--- config.mk ---
export PLATFORM = sky130hd
export DESIGN_NAME = pipe_stage_elastic
export DESIGN_NICKNAME = d
export VERILOG_FILES = /design/src/rtl/pipe_stage_elastic.sv
export SDC_FILE = /design/constraint.sdc
export NUM_CORES = 1
export LEC_CHECK = 0
export CAP_MARGIN = 20
export CORE_ASPECT_RATIO = 1.1
export CORE_UTILIZATION = 42
export DETAILED_ROUTE_END_ITERATION = 7
export PLACE_DENSITY_LB_ADDON = 0.25
export SLEW_MARGIN = 0
export SYNTH_ARGS = -nofsm -noshare
export SYNTH_HDL_FRONTEND = slang
export SYNTH_SLANG_ARGS = --single-unit
export TNS_END_PERCENT = 30
--- constraint.sdc ---
create_clock -name clk -period 4.7 [get_ports clk]
set_clock_uncertainty 0.1 [all_clocks]
set_input_delay 0.705 -clock clk [delete_from_list [all_inputs] [get_ports clk]]
set_output_delay 0.705 -clock clk [all_outputs]
set_load 0.05 [all_outputs]
--- src/rtl/pipe_stage_elastic.sv ---
// rtl/pipe_stage_elastic.sv - elastic pipeline stage with bubble-zeroed control field and optional skid entry
module pipe_stage_elastic #(
    parameter int CTRL_W = 5,
    parameter int DATA_W = 32,
    parameter int SKID   = 1
) (
    input  logic              clk,
    input  logic              reset,
    input  logic              flush,
    input  logic              in_valid,
    output logic              in_ready,
    input  logic [CTRL_W-1:0] in_ctrl,
    input  logic [DATA_W-1:0] in_data,
    output logic              out_valid,
    input  logic              out_ready,
    output logic [CTRL_W-1:0] out_ctrl,
    output logic [DATA_W-1:0] out_data,
    output logic [1:0]        occupancy
);

    generate
        if (SKID == 0) begin : g_single
            logic              valid_q;
            logic [CTRL_W-1:0] ctrl_q;
            logic [DATA_W-1:0] data_q;
            logic              accept;
            logic              issue;

            assign in_ready = ~valid_q | out_ready;
            assign accept   = in_valid & in_ready;
            assign issue    = valid_q & out_ready;

            always_ff @(posedge clk) begin
                if (reset || flush) begin
                    valid_q <= 1'b0;
                end else if (accept) begin
                    valid_q <= 1'b1;
                end else if (issue) begin
                    valid_q <= 1'b0;
                end
            end

            // Payload is never reset; a flushed load is harmless because valid stays low.
            always_ff @(posedge clk) begin
                if (accept) begin
                    ctrl_q <= in_ctrl;
                    data_q <= in_data;
                end
            end

            assign out_valid = valid_q;
            assign out_ctrl  = ctrl_q & {CTRL_W{valid_q}};
            assign out_data  = data_q;
            assign occupancy = {1'b0, valid_q};
        end else begin : g_skid
            typedef enum logic [1:0] {
                EMPTY = 2'd0,
                ONE   = 2'd1,
                TWO   = 2'd2
            } state_e;

            state_e            state_q;
            logic              in_ready_q;
            logic [CTRL_W-1:0] main_ctrl_q;
            logic [DATA_W-1:0] main_data_q;
            logic [CTRL_W-1:0] skid_ctrl_q;
            logic [DATA_W-1:0] skid_data_q;
            logic              accept;
            logic              issue;

            assign accept = in_valid & in_ready_q;
            assign issue  = (state_q != EMPTY) & out_ready;

            // in_ready_q mirrors (next state != TWO) so it never depends on out_ready combinationally.
            always_ff @(posedge clk) begin
                if (reset || flush) begin
                    state_q    <= EMPTY;
                    in_ready_q <= 1'b1;
                end else begin
                    case (state_q)
                        EMPTY: begin
                            if (accept) begin
                                main_ctrl_q <= in_ctrl;
                                main_data_q <= in_data;
                                state_q     <= ONE;
                            end
                        end
                        ONE: begin
                            if (accept && !issue) begin
                                skid_ctrl_q <= in_ctrl;
                                skid_data_q <= in_data;
                                state_q     <= TWO;
                                in_ready_q  <= 1'b0;
                            end else if (accept && issue) begin
                                main_ctrl_q <= in_ctrl;
                                main_data_q <= in_data;
                            end else if (issue) begin
                                state_q <= EMPTY;
                            end
                        end
                        TWO: begin
                            if (issue) begin
                                main_ctrl_q <= skid_ctrl_q;
                                main_data_q <= skid_data_q;
                                state_q     <= ONE;
                                in_ready_q  <= 1'b1;
                            end
                        end
                        default: begin
                            state_q    <= EMPTY;
                            in_ready_q <= 1'b1;
                        end
                    endcase
                end
            end

            assign in_ready  = in_ready_q;
            assign out_valid = (state_q != EMPTY);
            assign out_ctrl  = main_ctrl_q & {CTRL_W{out_valid}};
            assign out_data  = main_data_q;
            assign occupancy = state_q;
        end
    endgenerate

endmodule

Yosys cells after proc, flatten, opt, wreduce, memory -nomap -nowiden

Cells that the tools add are included.

Memories kept: 0
Output and inout port bits: 41
Bits in writable memories: 0
ROM bits: 0
Logic and storage cells: 50
Bits of input ports: 42
Bits in registers: 77
Latch bits: 0

Magnitude comparators: 0
Divide/modulo/power cells: 0
Multiply operators: 0
Add/subtract/negate cells: 0
Reductions and logical operators: 11
Shifts and indexed selects: 0
Bitwise gates (word level): 5
Muxes and demuxes: 19
Eq/ne operators: 9

Operator list:

| cell                 | number |
|---|---|
| $mux W32             | 4 |
| $pmux W32 S3         | 1 |
| $mux W5              | 4 |
| $pmux W5 S3          | 1 |
| $mux W2              | 5 |
| $ne A2 B2 Y1 const B | 5 |
| $ne A3 B3 Y1 const B | 2 |
| $pmux W2 S3          | 1 |
| $reduce_and A3 Y1    | 2 |
| $reduce_and A6 Y1    | 1 |
| $and A5 B5 Y5        | 1 |
| $reduce_and A4 Y1    | 1 |
| $pmux W1 S3          | 1 |
| $reduce_bool A3 Y1   | 1 |
| $and A1 B1 Y1        | 2 |
| $eq A2 B1 Y1 const B | 1 |
| $eq A2 B2 Y1 const B | 1 |
| $logic_and A1 B1 Y1  | 2 |
| $logic_not A2 Y1     | 1 |
| $mux W1              | 2 |
| $not A1 Y1           | 2 |
| $reduce_bool A2 Y1   | 1 |
| $logic_not A1 Y1     | 1 |
| $logic_or A1 B1 Y1   | 1 |

Longest topological paths before layout

Depth after elaboration: 6
Gate-level depth with buffers: 4
Depth with buffers taken out: 3

Worst setup path after synthesis

Ideal clock, no wire load.

Kind: reg-to-reg
Start point: register g_skid.state_q[0], in the netlist occupancy[0]
End point: register g_skid.skid_ctrl_q[0], enable pin
Slack: -545 ps
Buffers on the path: 0
Setup time: 528 ps
Clock period less this slack: 5245 ps
Cell stages (with the launch flop): 3
Arrival time: 4618 ps
Data required time: 4072 ps
Path through: dfxtp_1 -> nand4b_1 -> nor4_1

Cells in the longest elaborated chain, start to end: 5
Elaborated cells on any way between the ends: 6
Classes of those cells: eq/ne: 1; bitwise: 1; reduce/logical: 4

Ends and longest elaborated chain:

| element                                | RTL line | source |
|---|---|---|
| start, declared                        | 62       | `state_e state_q;` |
| start signal, assigned                 | 77       | `state_q <= EMPTY;` |
| start signal, assigned                 | 85       | `state_q <= ONE;` |
| start signal, assigned                 | 92       | `state_q <= TWO;` |
| $reduce_bool A2 Y1                     | 72       | `assign issue = (state_q != EMPTY) & out_ready;` |
| $and A1 B1 Y1                          | 72       |  |
| $logic_not A1 Y1                       | 89       | `if (accept && !issue) begin` |
| $logic_and A1 B1 Y1                    | 89       |  |
| $reduce_and A3 Y1 (no source line) (*) | -        |  |
| end signal, assigned                   | 90       | `skid_ctrl_q <= in_ctrl;` |
| end, declared                          | 66       | `logic [CTRL_W-1:0] skid_ctrl_q;` |

Every way passes the cells marked *; elsewhere a longest branch is shown, timed or not.
A chain may end at the register's enable or synchronous reset.

Worst setup path after layout

Start point: input port out_ready
End point: register g_skid.main_data_q[21], in the netlist out_data[21], enable pin

Cells in the longest elaborated chain, start to end: 5
Elaborated cells on any way between the ends: 8
Classes of those cells: eq/ne: 3; bitwise: 1; reduce/logical: 4

Ends and longest elaborated chain:

| element                                | RTL line | source |
|---|---|---|
| start, declared                        | 15       | `input logic out_ready,` |
| $and A1 B1 Y1 (*)                      | 72       |  |
| $logic_not A1 Y1                       | 89       |  |
| $logic_and A1 B1 Y1                    | 89       |  |
| $ne A2 B2 Y1 (no source line)          | -        |  |
| $reduce_and A6 Y1 (no source line) (*) | -        |  |
| end signal, assigned                   | 84       | `main_data_q <= in_data;` |
| end signal, assigned                   | 96       | `main_data_q <= in_data;` |
| end signal, assigned                   | 104      | `main_data_q <= skid_data_q;` |
| end, declared                          | 65       | `logic [DATA_W-1:0] main_data_q;` |

Marks and branches as above.

==> metrics.md <==
| Metric | Value |
|---|---|
| Outcome | complete, no violations |
| Number of synthesized register bits | between 70 and 80 |
| Final setup viols | 0 |
| Clock-pin slew on the worst setup and hold paths | 70 ps |
| Initial cell density of the core | between 40% and 50% |
| Row count | 31 |
| Final HPWL DP | around 3.3 mm |
| Routability Congestion | just under 0.7 |
| Number of max-cap violations | 0 |
| Avg Cell Area, Syn | 20.4 µm² |
| Area share of the leading cell type in the synthesized netlist | 76.3% |
| Commonest non-fill, non-tap cells in the layout | clkdlybuf4s50_1 (82), edfxtp_1 (74), mux2_2 (37) |
| Multi-input gate area | ~610 µm² |
| Post-CTS sizing | 0 |
| CTS max path bufs | 2 |
| H-tree depth | 3 |
| Full die area | around 7300 µm² |
| Reg2Reg Launch Point | occupancy[0] |
| DR vias | 1603 |
| CP endpoint kind | flop |
| Crit share post-route | 63.0% |
| Setup bufs post-CTS | 0 |
| Root buf cell | clkbuf_8 |
| Clk sinks | 77 |
| I/O Pins | 83 |
| Mapped Area | ~2900 µm² |
| Gate Count Post-Synth | approximately 140 |
| Worst hold-check path type | reg2reg |
| Total Power | between 1 and 1.5 mW |
| Top post-synthesis cells by area | edfxtp_1 (76%), mux2_2 (14%), dfxtp_1 (2.1%) |
| Number of port buffers | 82 |
| Sequential-to-total area share from yosys stat | approximately 78% |
| Synth-to-layout area growth | 38.9% |
| Worst slew margin | 55.7% |
| Hold buffers post-CTS | 0 |
| Die width | 81.4 µm |
| Vias/cell | 4.98 |
| DR iter-0 viols | 83 |
| Drt wl/cell | around 16 µm |
| Number of CTS-inserted buffers | 9 |
| Slew Viols, Final | 0 |
| Hold_sp | g_skid.skid_data_q[20] |
| Drt pass-1 iters | 4 |
| Min Tclk post-route | ~3000 ps |
| Critical Path Source | out_ready |
| Chip height | between 80 and 90 µm |
| Core ar. | between 6000 and 7000 µm² |
| Final core utilization | between 60% and 70% |
| Crit path DAT | roughly 2900 ps |
| Clock Latency Late Sink | around 330 ps |
| Layout cell share with drive strength beyond 1 | 24.6% |
| Startpoint Class | primary input |
| Final worst setup slack | between 1500 and 2000 ps |
| DRC | 0 |
| Post-synth net total | 185 |
| Post-route ant nets | 0 |
| Nets | 277 |
| Achievable Freq | 338 MHz |
| Largest net degree at the start of global routing | 40 |
| Pwr dens | 340 nW/µm² |
| Worst IR Drop VDD | a little over 0.0002 V |
| Global route overflow | 0 |
| Crit-path max FO | 20 |
| Post-synth top area cell | edfxtp_1 |
| CP Class | in2reg |
| RSZ-0062 raised after global routing | no |
| First-pass GRT wire length | just under 8 mm |
| DP Worst Slack | approximately 1400 ps |
| Final setup TNS | 0 ps |
| CTS tree | yes |
| Commonest non-fill, non-tap cell in the layout | clkdlybuf4s50_1 |
| Fill count | 510 |
| Register area | around 2300 µm² |
| Initial antenna violation count | 0 |
| Gr usage total | 15.0% |
| Yosys cell types | 22 |
| WL final | around 5 mm |
| Worst slew pin tran | about 660 ps |
| Vias in the first global route | 1564 |
| Ys Warns | 0 |
| Final hold viol count | 0 |
| P_leak | roughly 1.3 nW |
| Antenna Cells | 0 |
| Critical Path RT | about 4600 ps |
-- cells by family after synthesis --
group                  after synthesis  share of synthesized area [%]
XOR/XNOR                             1                          0.301
buffers and inverters                6                           1.42
AO/OA/AOI/OAI                        5                           2.02
multiplexers                        37                           14.3
AND/OR/NAND/NOR                     17                           3.57
flip-flops                          77                           78.4
-- Yosys cell counts --
| cell | instances |
|---|---|
| nand2_1 | 3 |
| edfxtp_1 | 74 |
| o21a_1 | 1 |
| nand4b_1 | 1 |
| dfxtp_1 | 3 |
| nand3b_1 | 1 |
| nor2_1 | 2 |
| or3_1 | 1 |
| buf_4 | 3 |
| a2111oi_4 | 1 |
| buf_6 | 1 |
| inv_1 | 1 |
| o22ai_1 | 1 |
| nor4_1 | 1 |
| xnor2_1 | 1 |
| nor3_1 | 1 |
| nor2b_4 | 1 |
| nor2b_1 | 6 |
| mux2_2 | 37 |
| a21boi_1 | 1 |
| inv_2 | 1 |
| a32o_1 | 1 |
-- final cells by class --
type / count / share of cell area [%]
Tap cell: 82 / 2.54
Inverter: 2 / 0.186
Multi-Input combinational cell: 60 / 15.2
Sequential cell: 77 / 56.4
Clock inverter: 4 / 1.24
Clock buffer: 12 / 3.59
Timing Repair Buffer: 85 / 20.8
-- state kept, by name, indices dropped and copies added, names as in the netlist --
register,count
g_skid.main_ctrl_q,5
g_skid.skid_ctrl_q,5
g_skid.skid_data_q,32
in_ready,1
occupancy,2
out_data,32
-- report_power, final --
group	switching (mW)	internal, mW
registers	0.00412	0.765
clock network	0.218	0.259
logic	0.0664	0.0629
-- metrics by stage --
step	instances	hold slack, ps	area, µm²
floorplan	143	423	2920
global placement	306	426	3850
detailed placement	306	430	3850
CTS	322	440	4050
global route	322	462	4050
finish	322	439	4050
-- per-layer routing --
layer	part of all wire (%)	GRT usage, %	routed length [µm]	vias up
li1	-	-	-	747
met4	2.0	8.93	99	0
met3	5.1	3.67	258	10
met1	43	19.7	2180	788
met5	0	0	0	-
met2	50	22.7	2510	58
-- final timing paths --
check	end	slack (ps)	cells past startpoint
hold reg to reg	out_data[20]	440	1
hold / removal	out_data[20]	440	1
setup / recovery	out_data[21]	1740	5
setup reg to reg	out_data[21]	2360	4
-- worst max-delay path, cell delays in order --
cell,delay (ps)
clkdlybuf4s50_1,680
nor2b_1,140
or3_1,370
a21boi_4,570
buf_4,390
Note: power is estimated with default switching activity, not from simulation.
